## src/rtl/load_use_stall_if.sv

```systemverilog
// Hazard-unit bundle: ID/EX/MEM hazard sources in, stall/flush/freeze out.
// stall_cycles exists only when LOAD_USE_STALL_PERF_EN is defined.
interface load_use_stall_if #(
  parameter int CNT_W = 16
);
  logic [4:0] rs1id;
  logic [4:0] rs2id;
  logic [1:0] float_read;
  logic [4:0] rdex;
  logic       wbex;
  logic       memrex;
  logic       fw_iex;
  logic       memr_mem;
  logic       mem_ack;
  logic       stall_pc;
  logic       stall_ifid;
  logic       flush_idex;
  logic       freeze;
  logic       mem_err;
`ifdef LOAD_USE_STALL_PERF_EN
  logic [CNT_W-1:0] stall_cycles;
`endif

  modport master (
    output rs1id, rs2id, float_read,
    output rdex, wbex, memrex, fw_iex,
    output memr_mem, mem_ack,
    input  stall_pc, stall_ifid,
    input  flush_idex, freeze, mem_err
`ifdef LOAD_USE_STALL_PERF_EN
    , input stall_cycles
`endif
  );

  modport slave (
    input  rs1id, rs2id, float_read,
    input  rdex, wbex, memrex, fw_iex,
    input  memr_mem, mem_ack,
    output stall_pc, stall_ifid,
    output flush_idex, freeze, mem_err
`ifdef LOAD_USE_STALL_PERF_EN
    , output stall_cycles
`endif
  );
endinterface

```

## src/rtl/load_use_stall.sv

```systemverilog
// Load-use bubble insertion and bounded MEM-load freeze with timeout abort.
// Optional stall counter: define LOAD_USE_STALL_PERF_EN.
module load_use_stall #(
  parameter int TIMEOUT = 255,
  parameter int CNT_W   = 16
) (
  input logic            clk,
  input logic            rst_n,
  load_use_stall_if.slave bus
);

  localparam int WC_W = $clog2(TIMEOUT + 1);
  localparam logic [WC_W-1:0] TO_V = WC_W'(TIMEOUT);

  typedef enum logic [1:0] {
    RUN, MWAIT, ERR
  } state_e;

  state_e          state_q, state_d;
  logic [WC_W-1:0] wait_cnt_q, wait_cnt_d;

  logic lu_hit;
  logic mwait;
  logic stall_pc, stall_ifid;
  logic flush_idex, freeze, mem_err;

  always_comb begin
    lu_hit = bus.memrex & bus.wbex
           & (bus.rdex != 5'd0)
           & (((bus.rdex == bus.rs1id)
               & (bus.float_read[1] == bus.fw_iex))
            | ((bus.rdex == bus.rs2id)
               & (bus.float_read[0] == bus.fw_iex)));
    mwait = bus.memr_mem & ~bus.mem_ack;
  end

  always_comb begin
    state_d    = state_q;
    wait_cnt_d = wait_cnt_q;
    stall_pc   = 1'b0;
    stall_ifid = 1'b0;
    flush_idex = 1'b0;
    freeze     = 1'b0;
    mem_err    = 1'b0;
    unique case (state_q)
      RUN: begin
        if (mwait) begin
          freeze     = 1'b1;
          state_d    = MWAIT;
          wait_cnt_d = WC_W'(1);
        end else if (lu_hit) begin
          stall_pc   = 1'b1;
          stall_ifid = 1'b1;
          flush_idex = 1'b1;
        end
      end
      MWAIT: begin
        if (bus.mem_ack) begin
          // released this cycle, so a pending load-use still needs its bubble
          stall_pc   = lu_hit;
          stall_ifid = lu_hit;
          flush_idex = lu_hit;
          state_d    = RUN;
          wait_cnt_d = '0;
        end else if (wait_cnt_q == TO_V) begin
          freeze  = 1'b1;
          state_d = ERR;
        end else begin
          freeze     = 1'b1;
          wait_cnt_d = wait_cnt_q + WC_W'(1);
        end
      end
      ERR: begin
        mem_err    = 1'b1;
        flush_idex = 1'b1;
        state_d    = RUN;
        wait_cnt_d = '0;
      end
      default: begin
        state_d    = RUN;
        wait_cnt_d = '0;
      end
    endcase
  end

  always_ff @(posedge clk) begin
    if (!rst_n) begin
      state_q    <= RUN;
      wait_cnt_q <= '0;
    end else begin
      state_q    <= state_d;
      wait_cnt_q <= wait_cnt_d;
    end
  end

  assign bus.stall_pc   = rst_n & stall_pc;
  assign bus.stall_ifid = rst_n & stall_ifid;
  assign bus.flush_idex = rst_n & flush_idex;
  assign bus.freeze     = rst_n & freeze;
  assign bus.mem_err    = rst_n & mem_err;

`ifdef LOAD_USE_STALL_PERF_EN
  logic [CNT_W-1:0] stall_cycles_q, stall_cycles_d;

  always_comb begin
    stall_cycles_d = stall_cycles_q;
    if ((stall_pc | freeze) && !(&stall_cycles_q))
      stall_cycles_d = stall_cycles_q + CNT_W'(1);
  end

  always_ff @(posedge clk) begin
    if (!rst_n) stall_cycles_q <= '0;
    else        stall_cycles_q <= stall_cycles_d;
  end

  assign bus.stall_cycles = stall_cycles_q;
`endif

endmodule

```

## src/flat_wrapper.sv

```systemverilog
// flat-port wrapper written by rule: the top's interface ports become plain ports
module load_use_stall_flat 
#(
  parameter int TIMEOUT = 255,
  parameter int CNT_W   = 16
)
  (clk, rst_n, bus_rs1id, bus_rs2id, bus_float_read, bus_rdex, bus_wbex, bus_memrex, bus_fw_iex, bus_memr_mem, bus_mem_ack, bus_stall_pc, bus_stall_ifid, bus_flush_idex, bus_freeze, bus_mem_err);
  load_use_stall_if #(.CNT_W(CNT_W)) bus_i ();
  input logic clk;
  input logic rst_n;
  input wire logic [$bits(bus_i.rs1id)-1:0] bus_rs1id;
  input wire logic [$bits(bus_i.rs2id)-1:0] bus_rs2id;
  input wire logic [$bits(bus_i.float_read)-1:0] bus_float_read;
  input wire logic [$bits(bus_i.rdex)-1:0] bus_rdex;
  input wire logic [$bits(bus_i.wbex)-1:0] bus_wbex;
  input wire logic [$bits(bus_i.memrex)-1:0] bus_memrex;
  input wire logic [$bits(bus_i.fw_iex)-1:0] bus_fw_iex;
  input wire logic [$bits(bus_i.memr_mem)-1:0] bus_memr_mem;
  input wire logic [$bits(bus_i.mem_ack)-1:0] bus_mem_ack;
  output wire logic [$bits(bus_i.stall_pc)-1:0] bus_stall_pc;
  output wire logic [$bits(bus_i.stall_ifid)-1:0] bus_stall_ifid;
  output wire logic [$bits(bus_i.flush_idex)-1:0] bus_flush_idex;
  output wire logic [$bits(bus_i.freeze)-1:0] bus_freeze;
  output wire logic [$bits(bus_i.mem_err)-1:0] bus_mem_err;
  assign bus_i.rs1id = bus_rs1id;
  assign bus_i.rs2id = bus_rs2id;
  assign bus_i.float_read = bus_float_read;
  assign bus_i.rdex = bus_rdex;
  assign bus_i.wbex = bus_wbex;
  assign bus_i.memrex = bus_memrex;
  assign bus_i.fw_iex = bus_fw_iex;
  assign bus_i.memr_mem = bus_memr_mem;
  assign bus_i.mem_ack = bus_mem_ack;
  assign bus_stall_pc = bus_i.stall_pc;
  assign bus_stall_ifid = bus_i.stall_ifid;
  assign bus_flush_idex = bus_i.flush_idex;
  assign bus_freeze = bus_i.freeze;
  assign bus_mem_err = bus_i.mem_err;
  load_use_stall #(.TIMEOUT(TIMEOUT), .CNT_W(CNT_W)) u_core (.clk(clk), .rst_n(rst_n), .bus(bus_i));
endmodule
```

## config.mk

```make
export PLATFORM = sky130hd
export DESIGN_NAME = load_use_stall_flat
export DESIGN_NICKNAME = d
export VERILOG_FILES = /design/src/rtl/load_use_stall_if.sv /design/src/rtl/load_use_stall.sv /design/src/flat_wrapper.sv
export SDC_FILE = /design/constraint.sdc
export NUM_CORES = 1
export LEC_CHECK = 0
export ABC_AREA = 0
export CORE_UTILIZATION = 55
export DETAILED_ROUTE_END_ITERATION = 12
export DONT_BUFFER_PORTS = 1
export PLACE_DENSITY = 0.73
export SLEW_MARGIN = 20
export SYNTH_ARGS = -nofsm -noshare
export SYNTH_HDL_FRONTEND = slang
export SYNTH_SLANG_ARGS = --single-unit
```

## constraint.sdc

```tcl
create_clock -name clk -period 1.8 [get_ports clk]
set_input_delay 0.36 -clock clk [delete_from_list [all_inputs] [get_ports clk]]
set_output_delay 0.36 -clock clk [all_outputs]
set_load 0.02 [all_outputs]
```

==> results summary <==
The flow ran to the end, and the final reports show no timing, DRC or antenna violations. Setup repair after global routing could not meet its margin everywhere. The number of storage elements in the synthesis netlist is 10.

The vias after detailed routing is 669. The floorplan has 12 rows. In this run the critical register-to-register path is captured at u_core.wait_cnt_q[3]$_SDFFE_PN0P_.

Summed over all failing endpoints, the final setup total negative slack is 0 ns. For this run, design rule violations remaining after detail routing come to 0. For this configuration, the core starts out at a cell density of 62.5%. The area of the core region came out at 1170 um2. The global-route wire length before repair is 2440 um. Sequential elements use 27.4% of the synthesized area.

The worst path arrival time came out at 1.39 ns. TritonCTS built the clock tree. The aggregate global routing overflow is 0. The worst path needs 1.75 ns of the cycle, external delays included. Leaving out filler cells and counting taps, the final layout contains 109. The number of H-tree levels came out at 1. The clock tree root buffer cell is clkbuf_4. The congestion estimate from routability-driven global placement came to 0.825. Detailed placement ended at an HPWL of 1160 um. The relative max-transition margin came out at 60.9%. The number of endpoints with negative hold slack in the final report was 0. The global-route total usage across every layer came out at 23.9%. The layout overhead on the synthesized area is 15.4%.

The startpoint identified for the worst register-to-register timing path is u_core.wait_cnt_q[0]$_SDFFE_PN0P_. The total wirelength of the detailed-routed design came out at 1540 um. The total clock buffers created by CTS is 3. The largest buffer count on any clock path came out at 2. After detailed routing, the average wire length per cell comes to 14.1 um. The total design power came out at 486 uW. Clock-pin slew was measured on the worst setup and hold paths at 0.06 ns. The final-report max-slew violation count is 0.

Of the available clock period, the critical path in the final layout requires 97.4%. Across all register-to-register paths, the minimum setup slack is 0.10 ns. The number of vias per cell came out at 6.14. The initial antenna violation count came out at 0.

The area of all sequential standard cells came out at 208 um2. Including well taps, the total number of placed cells is 102. The number of library cell types mapped by synthesis came out at 32. The maximum clock skew at final layout is 0.00334 ns. Across the run, the number of max-cap violations was 0. The post-route antenna net violation count is 0. The number of cells on the worst reg-to-reg path is 5. The overall die area came out at 1480 um2. The element type at the critical path end is an output pin.

The via count of the first global-routing pass is 603. The die span in x is 38.5 um. The proportion of synthesized flip-flops having asynchronous set or reset is 0%. The synthesized instance count came out at 88. The area of the mapped netlist is 732 um2. The count of input and output buffers is 0. The startpoint identified for the worst hold timing path is rst_n. Leaving out fill and tap cells, the most frequent cells in the layout are xor2_1 (12), dfxtp_1 (8), nor2_1 (7), nand3_1 (7), nand2_1 (6). The warning count from the yosys run is 0. The number of top-level pins is 29.

The class of the worst hold path is input pin to register. Power spread over the standard cell area amounts to 576 nW/um2. The cell leakage power is 0.000304 uW. The number of nets in the synthesized netlist is 113. The post-route cell area came out at 845 um2. Among all flip-flop cells after synthesis, the most frequent one is dfxtp_1. The number of failing setup endpoints in the final timing report came out at 0. The worst hold endpoint is u_core.state_q[1]$_SDFFE_PN0P_. The die outline height came out at 38.5 um.

The number of sinks handled by clock tree synthesis is 10. The placement-stage cell area is 763 um2. The fill cell instance count of the final layout came out at 94. The number of synthesized flops with an enable pin came out at 0.

The fraction of layout instances using a drive strength above 1 came out at 23.2%. The clock latency on the worst-skew pair is 0.26 ns. Counting instances, the worst hold path has a depth of 1.

The startpoint type of the worst setup path is a register. The mean instance size in the synthesized netlist came out at 8.32 um2. The detailed router's first-iteration violation count is 16. The critical path data required time is 1.44 ns. Of all nets on the critical path, the largest fanout is 4. The maximum achievable frequency came out at 0.570 GHz. The iteration count of the initial detailed-routing pass is 4. The type of the setup path with the least slack is register to output pin.

The final hold slack came out at 0.228 ns. Entering global routing, the biggest net connects 13 pins. At the pin with the least slew margin, the transition time is 0.581 ns. The net count of the finished layout is 121. The most common cell after layout, fill and taps aside is xor2_1.

The area of the multi-input gates is 533 um2. The antenna diode instance count is 0. VDD sags by at most 0.446 mV.
critical path, stage by stage, from the launching register on:
cell and delay (ns):
dfxtp_4 0.36, nor2b_4 0.12, nand3_2 0.06, a211o_1 0.29
o21bai_1 0.14, buf_4 0.15
synthesized netlist by cell type, types with 2 or more instances:
cell type	n	area share [%]
o21bai_1	2	2.1
mux2i_1	3	4.1
nand3b_1	2	2.1
dfxtp_1	10	27
nor2b_1	2	1.7
or4_2	2	2.4
o31ai_1	3	3.1
nand3_1	8	5.5
xor2_1	12	14
nor3b_1	2	2.1
nor4_1	4	3.4
nand2_1	6	3.1
a21oi_1	5	3.4
nor2_1	9	4.6
worst max path at each step:
stage,from,endpoint,slack [ns],depth (start not counted)
after detailed placement,u_core.wait_cnt_q[0]$_SDFFE_PN0P_,u_core.wait_cnt_q[3]$_SDFFE_PN0P_,0.12,5
final,u_core.state_q[1]$_SDFFE_PN0P_,bus_flush_idex,0.05,5
after global placement,u_core.wait_cnt_q[0]$_SDFFE_PN0P_,u_core.wait_cnt_q[3]$_SDFFE_PN0P_,0.13,5
after global routing,u_core.state_q[1]$_SDFFE_PN0P_,bus_flush_idex,-0.04,5
after CTS,u_core.state_q[1]$_SDFFE_PN0P_,bus_flush_idex,0.03,5
after floorplan,bus_fw_iex,bus_stall_pc,0.1,5
power breakdown:
group	internal, uW	leakage (uW)	switching [uW]
registers	223	0.0000825	4.69
logic	30.4	0.000201	32.6
clock network	123	0.0000210	73.2
total	376	0.000304	110
sequential cells by signal (all words and copies together), names as in the netlist:
signal and count:
u_core.state_q 2, u_core.wait_cnt_q 8
cell families after synthesis:
kind of cell             share of synthesized area (%)
multiplexers                                      4.10
XOR/XNOR                                          14.4
AND/OR/NAND/NOR                                   35.7
adder cells (fa/ha/maj)                           1.71
flip-flops                                        27.4
buffers and inverters                             2.22
AO/OA/AOI/OAI                                     14.5
per-layer routing:
| metal | routed length, um | track usage, % | share of wire [%] |
|---|---|---|---|
| met1 | 659 | 27.0 | 43 |
| met2 | 745 | 41.7 | 48 |
| met3 | 125 | 9.30 | 8.1 |
| met4 | 9 | 5.17 | 0.58 |
| met5 | 0 | 0 | 0 |
final cells by class:
type | count | area share (%)
clock buffers | 4 | 4.30
multi-input cells | 76 | 63.1
repair buffers | 5 | 5.93
flip-flops and latches | 10 | 24.6
well taps | 14 | 2.07
through the flow:
step                worst slack [ns]  util [%]
global route                 -0.0398      72.1
CTS                           0.0299      69.1
finish                        0.0459      72.1
detailed placement             0.125      65.2
floorplan                     0.0986         -
global placement               0.135      65.2
what timing repair did:
action	CTS	global route
hold buffers	0	0
setup buffers	1	2
resized for setup	1	7
setup endpoints to repair	3	3
pin swaps	0	3
(Power assumes the default switching activity.)
